==> src/rtl/axi4_lite_master_pkg.sv <==
// Shared definitions for the AXI4-Lite master: default widths, response codes, FSM states.
package axi4_lite_master_pkg;

    localparam int unsigned DEF_ADDR_W = 32;
    localparam int unsigned DEF_DATA_W = 64;
    localparam int unsigned DEF_MASK_W = DEF_DATA_W / 8;
    localparam int unsigned DEF_RESP_W = 2;

    localparam logic [1:0] RESP_OKAY   = 2'b00;
    localparam logic [1:0] RESP_SLVERR = 2'b10;

    typedef enum logic [2:0] {
        StIdle   = 3'd0,
        StRdAddr = 3'd1,
        StRdData = 3'd2,
        StWrReq  = 3'd3,
        StWrResp = 3'd4,
        StRsp    = 3'd5
    } state_e;

    // States in which the master is waiting on the slave.
    function automatic logic is_wait_state(input state_e s);
        return (s == StRdAddr) || (s == StRdData) || (s == StWrReq) || (s == StWrResp);
    endfunction

endpackage

==> src/rtl/axi4_lite_master.sv <==
// Single-outstanding AXI4-Lite master: turns one core memory request into AXI channel
// transactions and returns read data or the write response.
// Optional: define AXI4_MASTER_TIMEOUT_EN to add the oTimeout sticky stall flag.
module axi4_lite_master
    import axi4_lite_master_pkg::*;
#(
    parameter int unsigned ADDR_W = DEF_ADDR_W,
    parameter int unsigned DATA_W = DEF_DATA_W,
    parameter int unsigned MASK_W = DEF_MASK_W,
    parameter int unsigned RESP_W = DEF_RESP_W
) (
    input  logic              iClock,
    input  logic              iReset,
    input  logic              iReqValid,
    output logic              oReqReady,
    input  logic              iReqWrite,
    input  logic [ADDR_W-1:0] iReqAddr,
    input  logic [DATA_W-1:0] iReqData,
    input  logic [MASK_W-1:0] iReqMask,
    output logic              oRspValid,
    input  logic              iRspReady,
    output logic [DATA_W-1:0] oRspData,
    output logic [RESP_W-1:0] oRspResp,
    output logic              oBusy,
`ifdef AXI4_MASTER_TIMEOUT_EN
    output logic              oTimeout,
`endif
    output logic              pAXI4_ar_valid,
    output logic [ADDR_W-1:0] pAXI4_ar_bits_addr,
    input  logic              pAXI4_ar_ready,
    input  logic              pAXI4_r_valid,
    input  logic [DATA_W-1:0] pAXI4_r_bits_data,
    input  logic [RESP_W-1:0] pAXI4_r_bits_resp,
    output logic              pAXI4_r_ready,
    output logic              pAXI4_aw_valid,
    output logic [ADDR_W-1:0] pAXI4_aw_bits_addr,
    input  logic              pAXI4_aw_ready,
    output logic              pAXI4_w_valid,
    output logic [DATA_W-1:0] pAXI4_w_bits_data,
    output logic [MASK_W-1:0] pAXI4_w_bits_strb,
    input  logic              pAXI4_w_ready,
    input  logic              pAXI4_b_valid,
    input  logic [RESP_W-1:0] pAXI4_b_bits_resp,
    output logic              pAXI4_b_ready
);

    state_e            state_q;
    logic [ADDR_W-1:0] addr_q;
    logic [DATA_W-1:0] data_q;
    logic [MASK_W-1:0] mask_q;
    logic              aw_done_q;
    logic              w_done_q;
    logic              aw_hs;
    logic              w_hs;

    assign aw_hs = pAXI4_aw_valid && pAXI4_aw_ready;
    assign w_hs  = pAXI4_w_valid && pAXI4_w_ready;

    // Channel payloads come straight from the latched request, so they stay stable while valid.
    assign pAXI4_ar_bits_addr = addr_q;
    assign pAXI4_aw_bits_addr = addr_q;
    assign pAXI4_w_bits_data  = data_q;
    assign pAXI4_w_bits_strb  = mask_q;
    assign oBusy              = (state_q != StIdle);

    // Transaction FSM; every handshake output is registered and set on the state transition.
    always_ff @(posedge iClock) begin
        if (iReset) begin
            state_q        <= StIdle;
            addr_q         <= '0;
            data_q         <= '0;
            mask_q         <= '0;
            aw_done_q      <= 1'b0;
            w_done_q       <= 1'b0;
            oReqReady      <= 1'b1;
            oRspValid      <= 1'b0;
            oRspData       <= '0;
            oRspResp       <= RESP_OKAY;
            pAXI4_ar_valid <= 1'b0;
            pAXI4_r_ready  <= 1'b0;
            pAXI4_aw_valid <= 1'b0;
            pAXI4_w_valid  <= 1'b0;
            pAXI4_b_ready  <= 1'b0;
        end else begin
            unique case (state_q)
                StIdle: begin
                    if (iReqValid) begin
                        addr_q    <= iReqAddr;
                        data_q    <= iReqData;
                        mask_q    <= iReqMask;
                        oReqReady <= 1'b0;
                        if (iReqWrite) begin
                            state_q        <= StWrReq;
                            pAXI4_aw_valid <= 1'b1;
                            pAXI4_w_valid  <= 1'b1;
                            aw_done_q      <= 1'b0;
                            w_done_q       <= 1'b0;
                        end else begin
                            state_q        <= StRdAddr;
                            pAXI4_ar_valid <= 1'b1;
                        end
                    end
                end
                StRdAddr: begin
                    if (pAXI4_ar_ready) begin
                        pAXI4_ar_valid <= 1'b0;
                        pAXI4_r_ready  <= 1'b1;
                        state_q        <= StRdData;
                    end
                end
                StRdData: begin
                    if (pAXI4_r_valid) begin
                        pAXI4_r_ready <= 1'b0;
                        oRspData      <= pAXI4_r_bits_data;
                        oRspResp      <= pAXI4_r_bits_resp;
                        oRspValid     <= 1'b1;
                        state_q       <= StRsp;
                    end
                end
                StWrReq: begin
                    // AW and W complete independently, in either order or together.
                    if (aw_hs) begin
                        pAXI4_aw_valid <= 1'b0;
                        aw_done_q      <= 1'b1;
                    end
                    if (w_hs) begin
                        pAXI4_w_valid <= 1'b0;
                        w_done_q      <= 1'b1;
                    end
                    if ((aw_done_q || aw_hs) && (w_done_q || w_hs)) begin
                        pAXI4_b_ready <= 1'b1;
                        state_q       <= StWrResp;
                    end
                end
                StWrResp: begin
                    if (pAXI4_b_valid) begin
                        pAXI4_b_ready <= 1'b0;
                        oRspData      <= '0;
                        oRspResp      <= pAXI4_b_bits_resp;
                        oRspValid     <= 1'b1;
                        state_q       <= StRsp;
                    end
                end
                StRsp: begin
                    if (iRspReady) begin
                        oRspValid <= 1'b0;
                        oReqReady <= 1'b1;
                        state_q   <= StIdle;
                    end
                end
                default: state_q <= StIdle;
            endcase
        end
    end

`ifdef AXI4_MASTER_TIMEOUT_EN
    state_e      last_q;
    logic [15:0] timer_q;

    // Counts cycles spent in the current wait state (restarts on each state change) and
    // raises a sticky flag when the slave has stalled for the full counter range.
    always_ff @(posedge iClock) begin
        if (iReset) begin
            last_q   <= StIdle;
            timer_q  <= '0;
            oTimeout <= 1'b0;
        end else begin
            last_q <= state_q;
            if (!is_wait_state(state_q)) begin
                timer_q <= '0;
            end else if (state_q != last_q) begin
                timer_q <= 16'd1;
            end else if (timer_q != 16'hFFFF) begin
                timer_q <= timer_q + 16'd1;
            end
            if (is_wait_state(state_q) && (state_q == last_q) && (timer_q == 16'hFFFF)) begin
                oTimeout <= 1'b1;
            end
        end
    end
`endif

endmodule

==> config.mk <==
export PLATFORM = sky130hd
export DESIGN_NAME = axi4_lite_master
export DESIGN_NICKNAME = d
export VERILOG_FILES = /design/src/rtl/axi4_lite_master_pkg.sv /design/src/rtl/axi4_lite_master.sv
export SDC_FILE = /design/constraint.sdc
export NUM_CORES = 1
export LEC_CHECK = 0
export BUFFER_PORTS_ARGS = -buffer_cell sky130_fd_sc_hd__buf_2
export CAP_MARGIN = 20
export CORE_AREA = 3 3 151 153
export DETAILED_ROUTE_END_ITERATION = 16
export DIE_AREA = 0 0 154 156
export PLACE_DENSITY_LB_ADDON = 0.3
export REMOVE_ABC_BUFFERS = 1
export SLEW_MARGIN = 20
export SYNTH_ARGS = -nofsm -noshare
export SYNTH_HDL_FRONTEND = slang
export SYNTH_SLANG_ARGS = --single-unit
==> constraint.sdc <==
create_clock -name iClock -period 2.8 [get_ports iClock]
set_clock_uncertainty 0.15 [all_clocks]
set_input_delay 0.28 -clock iClock [delete_from_list [all_inputs] [get_ports iClock]]
set_output_delay 0.28 -clock iClock [all_outputs]
set_load 0.01 [all_outputs]
After elaboration in Yosys (flattened, before gate mapping)
Index checks and enable logic that the tools add are counted.
{"block": "op_classes", "n_eq_ne": 15, "n_mux": 43, "reduce_logical": 24}
{"operator": "2-to-1 mux 64 bit", "n": 2}
{"operator": "one-hot mux 64 bit (2 select lines)", "n": 1}
{"operator": "2-to-1 mux 1 bit", "n": 20}
{"operator": "inequality test 2 bit (second input constant)", "n": 10}
{"operator": "2-to-1 mux 3 bit", "n": 6}
{"operator": "one-hot mux 3 bit (6 select lines)", "n": 1}
{"operator": "one-hot mux 1 bit (2 select lines)", "n": 8}
{"operator": "AND reduction 4 bit", "n": 4}
{"operator": "AND reduction 3 bit", "n": 4}
{"operator": "nonzero test 2 bit", "n": 6}
{"operator": "== test 3 x 2 -> 1 bit (second input constant)", "n": 2}
{"operator": "== test 3 bit (second input constant)", "n": 2}
{"operator": "2-to-1 mux 2 bit", "n": 3}
{"operator": "AND reduction 6 bit", "n": 1}
{"operator": "nonzero test 3 bit", "n": 2}
{"operator": "one-hot mux 2 bit (2 select lines)", "n": 1}
{"operator": "== test 3 x 1 -> 1 bit (second input constant)", "n": 1}
{"operator": "logical AND 1 bit", "n": 3}
{"operator": "zero test 3 bit", "n": 1}
{"operator": "one-hot mux 1 bit (3 select lines)", "n": 1}
{"operator": "logical OR 1 bit", "n": 2}
{"operator": "AND reduction 2 bit", "n": 1}
{"block": "totals", "ff_bits": 182, "wordCells": 97}

Logic depth before layout (Yosys ltp)
Gate-level depths: netlist of run 1.
{"block": "depth", "depth_word": 5, "mapped_depth": 8, "mapped_depth_nobuf": 4}

Least setup slack after synthesis of run 1
No wires, ideal clock.
{"block": "synth_path", "path_type": "flip-flop to flip-flop", "start": "register state_q[0]", "end": "register pAXI4_ar_valid", "setup_time_ps": 88, "t_arrival_ps": 1493, "required_ps": 2562, "slack_ps": 1068, "path_stages_with_launch": 8, "n_path_buf": 3, "synth_period_minus_slack_ps": 1732, "path_cell_list": "dfxtp_1 buf_6 or4b_1 buf_2 buf_6 nor2_2 nor2_1 a311oi_2"}
{"block": "synth_via", "elab_chain_cells": 3}
{"item": "start, declared", "line": "axi4_lite_master.sv:47", "rtl": "state_e state_q;"}
{"item": "start signal, assigned", "line": "axi4_lite_master.sv:69", "rtl": "state_q <= StIdle;"}
{"item": "start signal, assigned", "line": "axi4_lite_master.sv:93", "rtl": "state_q <= StWrReq;"}
{"item": "start signal, assigned", "line": "axi4_lite_master.sv:99", "rtl": "state_q <= StRdAddr;"}
{"item": "== test 3 x 1 -> 1 bit or zero test 3 bit (tied branches)", "line": "axi4_lite_master.sv:85", "rtl": "unique case (state_q)"}
{"item": "inequality test 2 bit (no line) or nonzero test 2 bit (tied branches)"}
{"item": "AND reduction 4 bit (no line)"}
{"item": "end signal, assigned", "line": "axi4_lite_master.sv:79", "rtl": "pAXI4_ar_valid <= 1'b0;"}
{"item": "end signal, assigned", "line": "axi4_lite_master.sv:100", "rtl": "pAXI4_ar_valid <= 1'b1;"}
{"item": "end signal, assigned", "line": "axi4_lite_master.sv:106", "rtl": "pAXI4_ar_valid <= 1'b0;"}
{"item": "end, declared", "line": "axi4_lite_master.sv:28", "rtl": "output logic pAXI4_ar_valid,"}
Several ways; a longest one is shown, not always the timed one.
A chain may end at the register's enable or synchronous reset.

Worst setup path after layout of run 1
{"block": "layout_path", "start": "register state_q[1]", "end": "register oRspData[42]"}
{"block": "layout_via", "elab_chain_cells": 3}
{"item": "== test 3 bit or == test 3 x 2 -> 1 bit (tied branches)", "line": "axi4_lite_master.sv:85"}
{"item": "inequality test 2 bit (no line) or nonzero test 2 bit (tied branches)"}
{"item": "AND reduction 3 bit (no line)"}
{"item": "end signal, assigned", "line": "axi4_lite_master.sv:114", "rtl": "oRspData <= pAXI4_r_bits_data;"}
{"item": "end, declared", "line": "axi4_lite_master.sv:22", "rtl": "output logic [DATA_W-1:0] oRspData,"}
Several ways; a longest one is shown, not always the timed one.

==> impl_results.md, run 1 <==
- FF-to-FF path depth: 5
- Initial DRT Pass Iterations: 4
- Average cell area after synthesis: 8.53 um2
- Top_reg_cell synth: dfxtp_1
- DRT iter0 DRCs: 333
- Clock transition at path regs: 0.07 ns
- Clock buffer depth: 2
- Worst Max-Slew Pin Slew: ~0.60 ns
- Hold path cells: 3
- Critical Path RT: just under 3 ns
- Total power: approximately 6.5 mW
- Placer congestion estimate: 0.824
- Register area share after synthesis: approximately half
- Htree depth: 4
- Clock latency on the worst-skew pair: between 0.4 and 0.5 ns
- Post-CTS sizing: 0
- Multi-input logic area: around 0.003 mm2
- CP endpoint kind: flip-flop
- Cts hold-fix bufs: 105
- Outcome: finished clean
- Final hold violations: 0
- Crit Path Max Fanout: 13
- WHS Endpoint: pAXI4_w_valid
- Residual DRC: 0
- Number of synthesized flops with an enable pin: 0
- WL final: roughly 24,000 um
- Syn-to-layout area delta: 50.2%
- Worst r2r src: state_q[1]
- Clk sinks: 182
- Worst Hold Class: in2reg
- Die Y: 156 um
- Fin Hold WS: around 0.047 ns
- Largest net degree at the start of global routing: 85
- First-pass GRT wire length: roughly 37,000 um
- Vias: 7,149
- Total global-route track usage: a little under a fifth
- Vias in the first global route: between 6,000 and 7,000
- Fmax: roughly 0.45 GHz
- CTS tree: built
- Share of cells above drive strength 1: between 30 and 40%
- Starting Density: around a third
- Pwr/cell area: just over 600 mW/mm2
- Number of CTS-inserted buffers: 17
- Final net count: 1,460
- Cells after Synth: roughly 840
- Register area: about 0.0036 mm2
- Max cap viols: 0
- Post-route ant nets: 0
- DIE AREA: around 0.024 mm2
- Mapped Area: ~0.0072 mm2
- Period utilisation layout: approximately four fifths
- Fill cells: slightly above 2,000
- Yosys warns: 0
- Leakage: 5.02 nW
- DP HPWL: 16,200 um
- Startpoint Class: flip-flop
- Fin crit period: 2.20 ns
- Critical path data arrival time: between 2 and 2.5 ns
- Commonest non-fill, non-tap cells in the layout: buf_2 (390), nand2_1 (218), dfxtp_1 (182)
- Slew margin rel.: 59.9%
- IO Count: 392
- RSZ-0062 raised after global routing: false
- Core ar.: around 0.022 mm2
- Hold_sp: iReqWrite
- Most common cell after layout, fill and taps aside: buf_2
- Routed vias/inst: about 4.6
- Yosys cell types: 32
- Flops & latches, synth: ~180
- Final Slew Violations: 0
- CP Class: reg2reg
- WL per Instance: between 15 and 20 um
- Rows: 54
- PortBufs: approximately 400
- Post-CTS Setup Bufs: 0
- R2R Setup Slk: a little under 0.6 ns
- Antenna violations before repair: 1
- CTS root buffer: clkbuf_16
- Total grt overflow: 0
- Ys async rst share: 0%
- Final setup fails: 0
- Peak VDD IR: 342 uV
- Reg2reg end: oRspData[42]
- Die width: roughly 150 um
==> worst max-delay path, stage by stage, from the launching register on <==
cell and delay (ns):
dfxtp_1 0.65, nand3b_1 0.22, a21oi_4 0.51, buf_4 0.29
mux2i_1 0.19, nor2_1 0.05
==> synth_stat cells (4+ instances only) <==
master	number	area [um2]
nor2_1	72	270
buf_6	4	45.0
a21oi_1	112	561
dfxtp_1	182	3640
nor2b_1	68	425
buf_2	10	50.1
clkbuf_1	38	143
buf_4	42	315
nand2_1	218	818
mux2i_1	68	681
a211oi_1	4	30.0
==> cells by family after synthesis <==
family | count (synthesis) | share of synthesized area (%)
AO/OA/AOI/OAI | 126 | 9.29
buffers and inverters | 94 | 7.69
flip-flops | 182 | 50.6
multiplexers | 68 | 9.46
AND/OR/NAND/NOR | 374 | 22.9
==> cell type report <==
class / count / area share, %
well taps: 280 / 3.24
repair buffers: 509 / 29.7
clock buffers: 19 / 4.01
diodes: 1 / 0.0232
multi-input cells: 568 / 27.9
flip-flops and latches: 182 / 33.7
clock inverters: 12 / 1.32
==> report_power, final <==
| part | internal, mW | switching, mW | leakage [nW] |
|---|---|---|---|
| Combinational | 0.573 | 0.670 | 3.27 |
| Sequential | 2.77 | 0.114 | 1.48 |
| Clock | 1.33 | 1.07 | 0.267 |
| Total | 4.67 | 1.85 | 5.02 |
==> metrics by stage <==
stage / utilization [%] / setup TNS, ns / std cells / area (um2) / worst slack [ns]
floorplan: - / -290.93 / 750 / 6640 / -3.24
global placement: 42.3 / 0 / 1433 / 9170 / 0.638
detailed placement: 42.3 / 0 / 1433 / 9170 / 0.618
CTS: 49.8 / 0 / 1569 / 10800 / 0.570
global route: 49.8 / 0 / 1570 / 10800 / 0.450
finish: 49.8 / 0 / 1571 / 10800 / 0.595
==> state kept, by name, summed over array words and instances (netlist names) <==
name,flops
aw_done_q,1
oReqReady,1
oRspData,64
oRspResp,2
oRspValid,1
pAXI4_ar_bits_addr,32
pAXI4_ar_valid,1
pAXI4_aw_valid,1
pAXI4_b_ready,1
pAXI4_r_ready,1
pAXI4_w_bits_data,64
pAXI4_w_bits_strb,8
pAXI4_w_valid,1
state_q,3
w_done_q,1
==> layer usage <==
layer  share of wire (%)  global-route usage, %
met5                   0                      0
met4                 1.4                   4.71
met3                 9.3                   7.27
met2                  48                   31.5
met1                  42                   23.5
==> how the worst max path moves through the flow <==
stage,cells after the start,endpoint,startpoint,slack [ns]
after floorplan,4,oRspData[0],state_q[1],-3.24
after global placement,5,oRspData[5],state_q[1],0.64
after detailed placement,5,oRspData[39],state_q[1],0.62
after CTS,5,oRspData[39],state_q[1],0.57
after global routing,5,oRspData[42],state_q[1],0.45
final,5,oRspData[42],state_q[1],0.60
(Power assumes the default switching activity.)
==> run 2, diff against run 1 <==
Settings changed: ABC_AREA from default to 1, CORE_AREA 3 3 151 153 to 3 3 152 154, DIE_AREA 0 0 154 156 to 0 0 155 157.
Clock period 2.8 ns to 2 ns, I/O delays scaled along.
==> run 2 against run 1 <==
Net effect: area after synthesis is 4.1% lower; worst hold slack got worse by 0.032 ns; cell area grew 4.1%; sequential share of layout area down 1.3 points; setup slack got worse by 0.44 ns; fmax grew 20%; largest cell class is now non-clock buffers; cell count is 7.4% higher; critical path depth is 2 higher; sequential power increased by 81%; register-to-register slack lost 0.44 ns.
==> impl_results.md, run 2 <==
- Outcome: finished clean
- DRT iter0 DRCs: 489
- Commonest non-fill, non-tap cells in the layout: buf_2 (391), nor2_1 (226), dfxtp_1 (182)
- Htree depth: 4
- Flops & latches, synth: about 180
- Rows: 54
- CP dominant cell by count: nor2_1
- Pwr/cell area: around 1300 mW/mm2
- Leakage: 5.55 nW
- Core ar.: around 0.022 mm2
- CTS root buffer: clkbuf_16
- Total global-route track usage: about a fifth
- Post-DP Area: roughly 0.0089 mm2
- Die width: around 160 um
- Initial DRT Pass Iterations: 5
- Residual DRC: 0
- Period utilisation layout: between 90% and 100%
- Fill cells: between 2,000 and 2,500
- Final setup fails: 0
- IO Count: ~390
- Total grt overflow: 0
- Startpoint Class: flip-flop
- Synth area leader: dfxtp_1
- First-pass GRT wire length: between 30,000 and 40,000 um
- Routed vias/inst: 4.58
- Mapped Area: 0.00690 mm2
- WL per Instance: between 10 and 15 um
- Critical Path RT: 2.21 ns
- Worst Hold Class: in2reg
- Finished layout cell area: 0.0112 mm2
- Yosys cell types: 19
- Final hold violations: 0
- Critical-path top delay cell: dfxtp_1
- Final Slew Violations: 0
- Antenna violations before repair: 0
- CP peak stage delay: 0.50 ns
- CTS tree: built
- DP HPWL: around 16,000 um
- Clk sinks: between 150 and 200
- Final net count: around 1,600
- Clock transition at path regs: 0.08 ns
- Placer congestion estimate: a little over 0.8
- Cell family with the largest share of critical-path delay: simple AND/OR/NAND/NOR gates
- WL final: between 20,000 and 25,000 um
- Worst Max-Slew Pin Slew: a little over 0.4 ns
- CP Class: reg2reg
- Fin crit period: ~1.8 ns
- Finished Core Util: about half
- Peak VDD IR: around 610 uV
- Largest net degree at the start of global routing: 83
- Most common cell after layout, fill and taps aside: buf_2
- Cells after Synth: between 800 and 900
- Critical path data arrival time: roughly 2.1 ns
- Total power: 14.4 mW
- Fmax: ~0.54 GHz
- Vias: 7,729
- PortBufs: a little under 400
- Yosys warns: 0
- Syn-to-layout area delta: 63.1%
- Crit Path Max Fanout: between 80 and 90
- Most common cell in the netlist: nor2_1
- Clock buffer depth: 2
- Starting Density: a little under a third
- DIE AREA: about 0.024 mm2
- Slew margin rel.: around 73%
- Average cell area after synthesis: 7.75 um2
- Most frequent cells after synthesis: nor2_1 (226), dfxtp_1 (182), o21ai_0 (103)
- Die Y: around 160 um
- Number of CTS-inserted buffers: 17
- RSZ-0062 raised after global routing: false
- Clock latency on the worst-skew pair: 0.43 ns
- Synth top area cells: dfxtp_1 (53%), nor2_1 (12%), o21ai_0 (7.5%)
- Post-route ant nets: 0
- Number of synthesized flops with an enable pin: 0
- Crit path buffers/inverters: 3
- Vias in the first global route: around 7,400
- Share of cells above drive strength 1: 31.9%
- Critical path cell sequence: inv_1, nand2_2, nor2_4, clkinv_2, buf_12, nor2_1, nor2_1
- Ys async rst share: 0%
- Max cap viols: 0
- Area share of the largest cell type after synthesis: 52.8%
- Register area share after synthesis: ~53%
- Top_reg_cell synth: dfxtp_1
- CP endpoint kind: flip-flop
-- run 2: report_power, final --
group	leakage, nW	switching, mW	internal (mW)
sequential	1.49	0.568	4.66
combinational	3.74	3.39	2.21
clock	0.311	1.68	1.93
-- run 2: path summary, 6_finish.rpt --
kind         depth (start not counted)              endpoint      startpoint  slack, ns
max                                  7  pAXI4_w_bits_data[3]      state_q[1]       0.16
min                                  5             aw_done_q  pAXI4_aw_ready       0.02
max reg2reg                          7  pAXI4_w_bits_data[3]      state_q[1]       0.16
min reg2reg                          2         pAXI4_r_ready   pAXI4_r_ready       0.31
-- run 2: worst register-to-register path, cell delays in order (launching register included) --
cell,delay [ns]
dfxtp_1,0.50
inv_1,0.15
nand2_2,0.19
nor2_4,0.07
clkinv_2,0.07
buf_12,0.27
nor2_1,0.22
nor2_1,0.15
-- run 2: final cells by class --
type | count | area, um2 | share of cell area, %
Antenna cell | 1 | 2.50 | 0.0222
Clock buffer | 17 | 425 | 3.78
Clock inverter | 15 | 205 | 1.82
Inverter | 19 | 72.6 | 0.645
Multi-Input combinational cell | 591 | 2590 | 23.1
Sequential cell | 182 | 3640 | 32.4
Tap cell | 280 | 350 | 3.11
Timing Repair Buffer | 582 | 3960 | 35.2
-- run 2: kinds of logic (layout without fill, tap and decap cells) --
logic type | count (synthesis) | in the layout | share of synthesized area, %
flip-flops | 182 | 182 | 52.8
buffers and inverters | 117 | 633 | 9.58
other | 0 | 1 | 0
AND/OR/NAND/NOR | 402 | 402 | 23.8
AO/OA/AOI/OAI | 189 | 189 | 13.8
-- run 2: per-stage QoR --
stage | setup TNS [ns] | setup slack (ns) | cells | hold WS, ns
after global placement | 0 | 0.340 | 1478 | 0.270
after floorplan | -174.32 | -1.14 | 792 | 0.119
after CTS | 0 | 0.186 | 1686 | 0.000440
final | 0 | 0.158 | 1687 | 0.0154
after global routing | 0 | 0.0437 | 1686 | 0.0261
after detailed placement | 0 | 0.275 | 1478 | 0.277
-- run 2: layer usage --
| layer | wire (um) | global-route usage (%) |
|---|---|---|
| met1 | 10400 | 23.6 |
| met2 | 12300 | 33.7 |
| met3 | 1750 | 4.59 |
| met4 | 537 | 6.77 |
| met5 | 0 | 0 |
-- run 2: timing repair --
| action | in CTS | in global routing |
|---|---|---|
| setup buffers | 0 | 0 |
| gates resized for setup | 0 | 0 |
| endpoints found under the hold margin | 176 | 0 |
| hold buffers | 176 | 0 |
==> run 3, diff against run 2 <==
Settings changed: CORE_AREA 3 3 152 154 to 3 3 149 151, DIE_AREA 0 0 155 157 to 0 0 152 154.
Clock period 2 ns to 2.2 ns, I/O delays scaled along.
==> run 3 against run 2 <==
Net effect: worst hold slack better by 0.022 ns; critical path depth is 2 higher; largest cell class unchanged; non-clock buffer count is 1 higher; power is 9.7% lower; sequential power is 8.2% lower; sequential cell count stayed put; sequential share of layout area is 0.11 points higher; clock power is 13% lower.
==> impl_results.md, run 3 (synthesis results as in run 2) <==
- Initial DRT Pass Iterations: 5
- Fmax: ~0.47 GHz
- Clk pwr share: approximately a quarter
- Post-Layout Cell Count: roughly 1,700
- Outcome: finished clean
- Vias in the first global route: between 7,000 and 8,000
- WL per Instance: 15.6 um
- Rows: 53
- Setup slack after layout: about 0.087 ns
- Total power: ~13 mW
- Hold path cells: 5
- Logic pwr share: 39.1%
- Total grt overflow: 0
- First-pass GRT wire length: a little over 40,000 um
- Int Power: 7.88 mW
- Clock buffer depth: 2
- CTS root buffer: clkbuf_16
- Routed vias/inst: about 4.7
- Final setup fails: 0
- Residual DRC: 0
- Startpoint Class: flip-flop
- Number of CTS-inserted buffers: 17
- Critical Path RT: about 2.4 ns
- Finished Core Util: between 50% and 60%
- CTS tree: built
- Peak VDD IR: roughly 600 uV
- Dpl ws: between 0.3 and 0.4 ns
- Slew margin rel.: just over 50%
- Max cap viols: 0
- Die width: 152 um
- CP Class: reg2reg
- Switching Share: between 30% and 40%
- WL final: between 20,000 and 30,000 um
- Placer congestion estimate: roughly 0.83
- CP endpoint kind: flip-flop
- Die Y: 154 um
- Syn-to-layout area delta: 62.6%
- DRT iter0 DRCs: around 590
- Finished layout cell area: roughly 0.011 mm2
- DP HPWL: ~17,000 um
- Pwr/cell area: roughly 1200 mW/mm2
- Clk sinks: 182
- Fill cells: about 1,900
- Final hold violations: 0
- Largest net degree at the start of global routing: 78
- FF-to-FF path depth: 9
- Crit Path Max Fanout: 34
- Share of cells above drive strength 1: between 30% and 40%
- RSZ-0062 raised after global routing: false
- Post-DP Area: 0.00884 mm2
- Starting Density: 32.9%
- Final net count: around 1,600
- Most common cell after layout, fill and taps aside: buf_2
- Vias: between 7,000 and 8,000
- Fin crit period: approximately 2.1 ns
- Worst Max-Slew Pin Slew: approximately 0.74 ns
- Psw: ~5.2 mW
- Antenna violations before repair: 0
- Worst Hold Class: in2reg
- DIE AREA: 0.0234 mm2
- Core ar.: roughly 0.021 mm2
- Sum Neg Setup Slack: 0 ns
- Post-route ant nets: 0
- Clock latency on the worst-skew pair: around 0.43 ns
- Htree depth: 4
- Sequential Power Share: ~37%
- Cells after DPL: 1,474
- Critical path data arrival time: between 2 and 2.5 ns
- ANT cells: 0
- Total global-route track usage: a little over a fifth
- Fin Hold WS: between 0.03 and 0.04 ns
- Period utilisation layout: 96.0%
- Leakage: 5.54 nW
- Final Slew Violations: 0
- Clock transition at path regs: around 0.070 ns
- PortBufs: 391
- IO Count: 392
- Commonest non-fill, non-tap cells in the layout: buf_2 (391), nor2_1 (226), dfxtp_1 (181)
run 3: worst paths after layout:
check            startpoint             to  slack, ns
max              state_q[0]    oRspResp[1]       0.09
min          pAXI4_aw_ready      aw_done_q       0.04
max reg2reg      state_q[0]    oRspResp[1]       0.09
min reg2reg   pAXI4_r_ready  pAXI4_r_ready       0.31
run 3: timing repair:
action / CTS / global route
endpoints found under the setup margin: 0 / 2
hold buffers: 175 / 0
setup buffers: 0 / 0
endpoints found under the hold margin: 174 / 0
resized for setup: 0 / 1
run 3: layout make-up:
type / count / area, um2 / share of cell area (%)
multi-input cells: 591 / 2590 / 23.1
clock buffers: 19 / 443 / 3.95
clock inverters: 13 / 151 / 1.35
repair buffers: 583 / 3970 / 35.4
flip-flops and latches: 182 / 3640 / 32.5
well taps: 275 / 344 / 3.07
inverters: 19 / 72.6 / 0.647
run 3: power by group through the flow:
stage,combinational [mW],clock [mW],sequential [mW]
4_1_cts,5.05,3.22,4.77
6_report,5.09,3.15,4.80
2_1_floorplan,1.95,0,5.34
3_3_place_gp,4.76,0,4.81
5_1_grt,5.61,3.34,4.91
3_5_place_dp,4.78,0,4.82
run 3: routing by layer:
metal	vias up	track usage [%]	part of all wire, %
met5	-	0	0
met4	0	8.86	3.5
met3	56	5.40	7.3
met2	379	37.1	49
met1	3604	25.0	40
li1	3868	-	-
run 3: worst max-delay path, cell delays in order (launching register included):
cell           delay, ns
dfxtp_1             0.48
nor2_4              0.08
nand2_2             0.16
buf_12              0.22
inv_1               0.08
nand2_1             0.06
nand2_1             0.05
dlygate4sd3_1       0.55
nor2_1              0.10
nor2_1              0.05
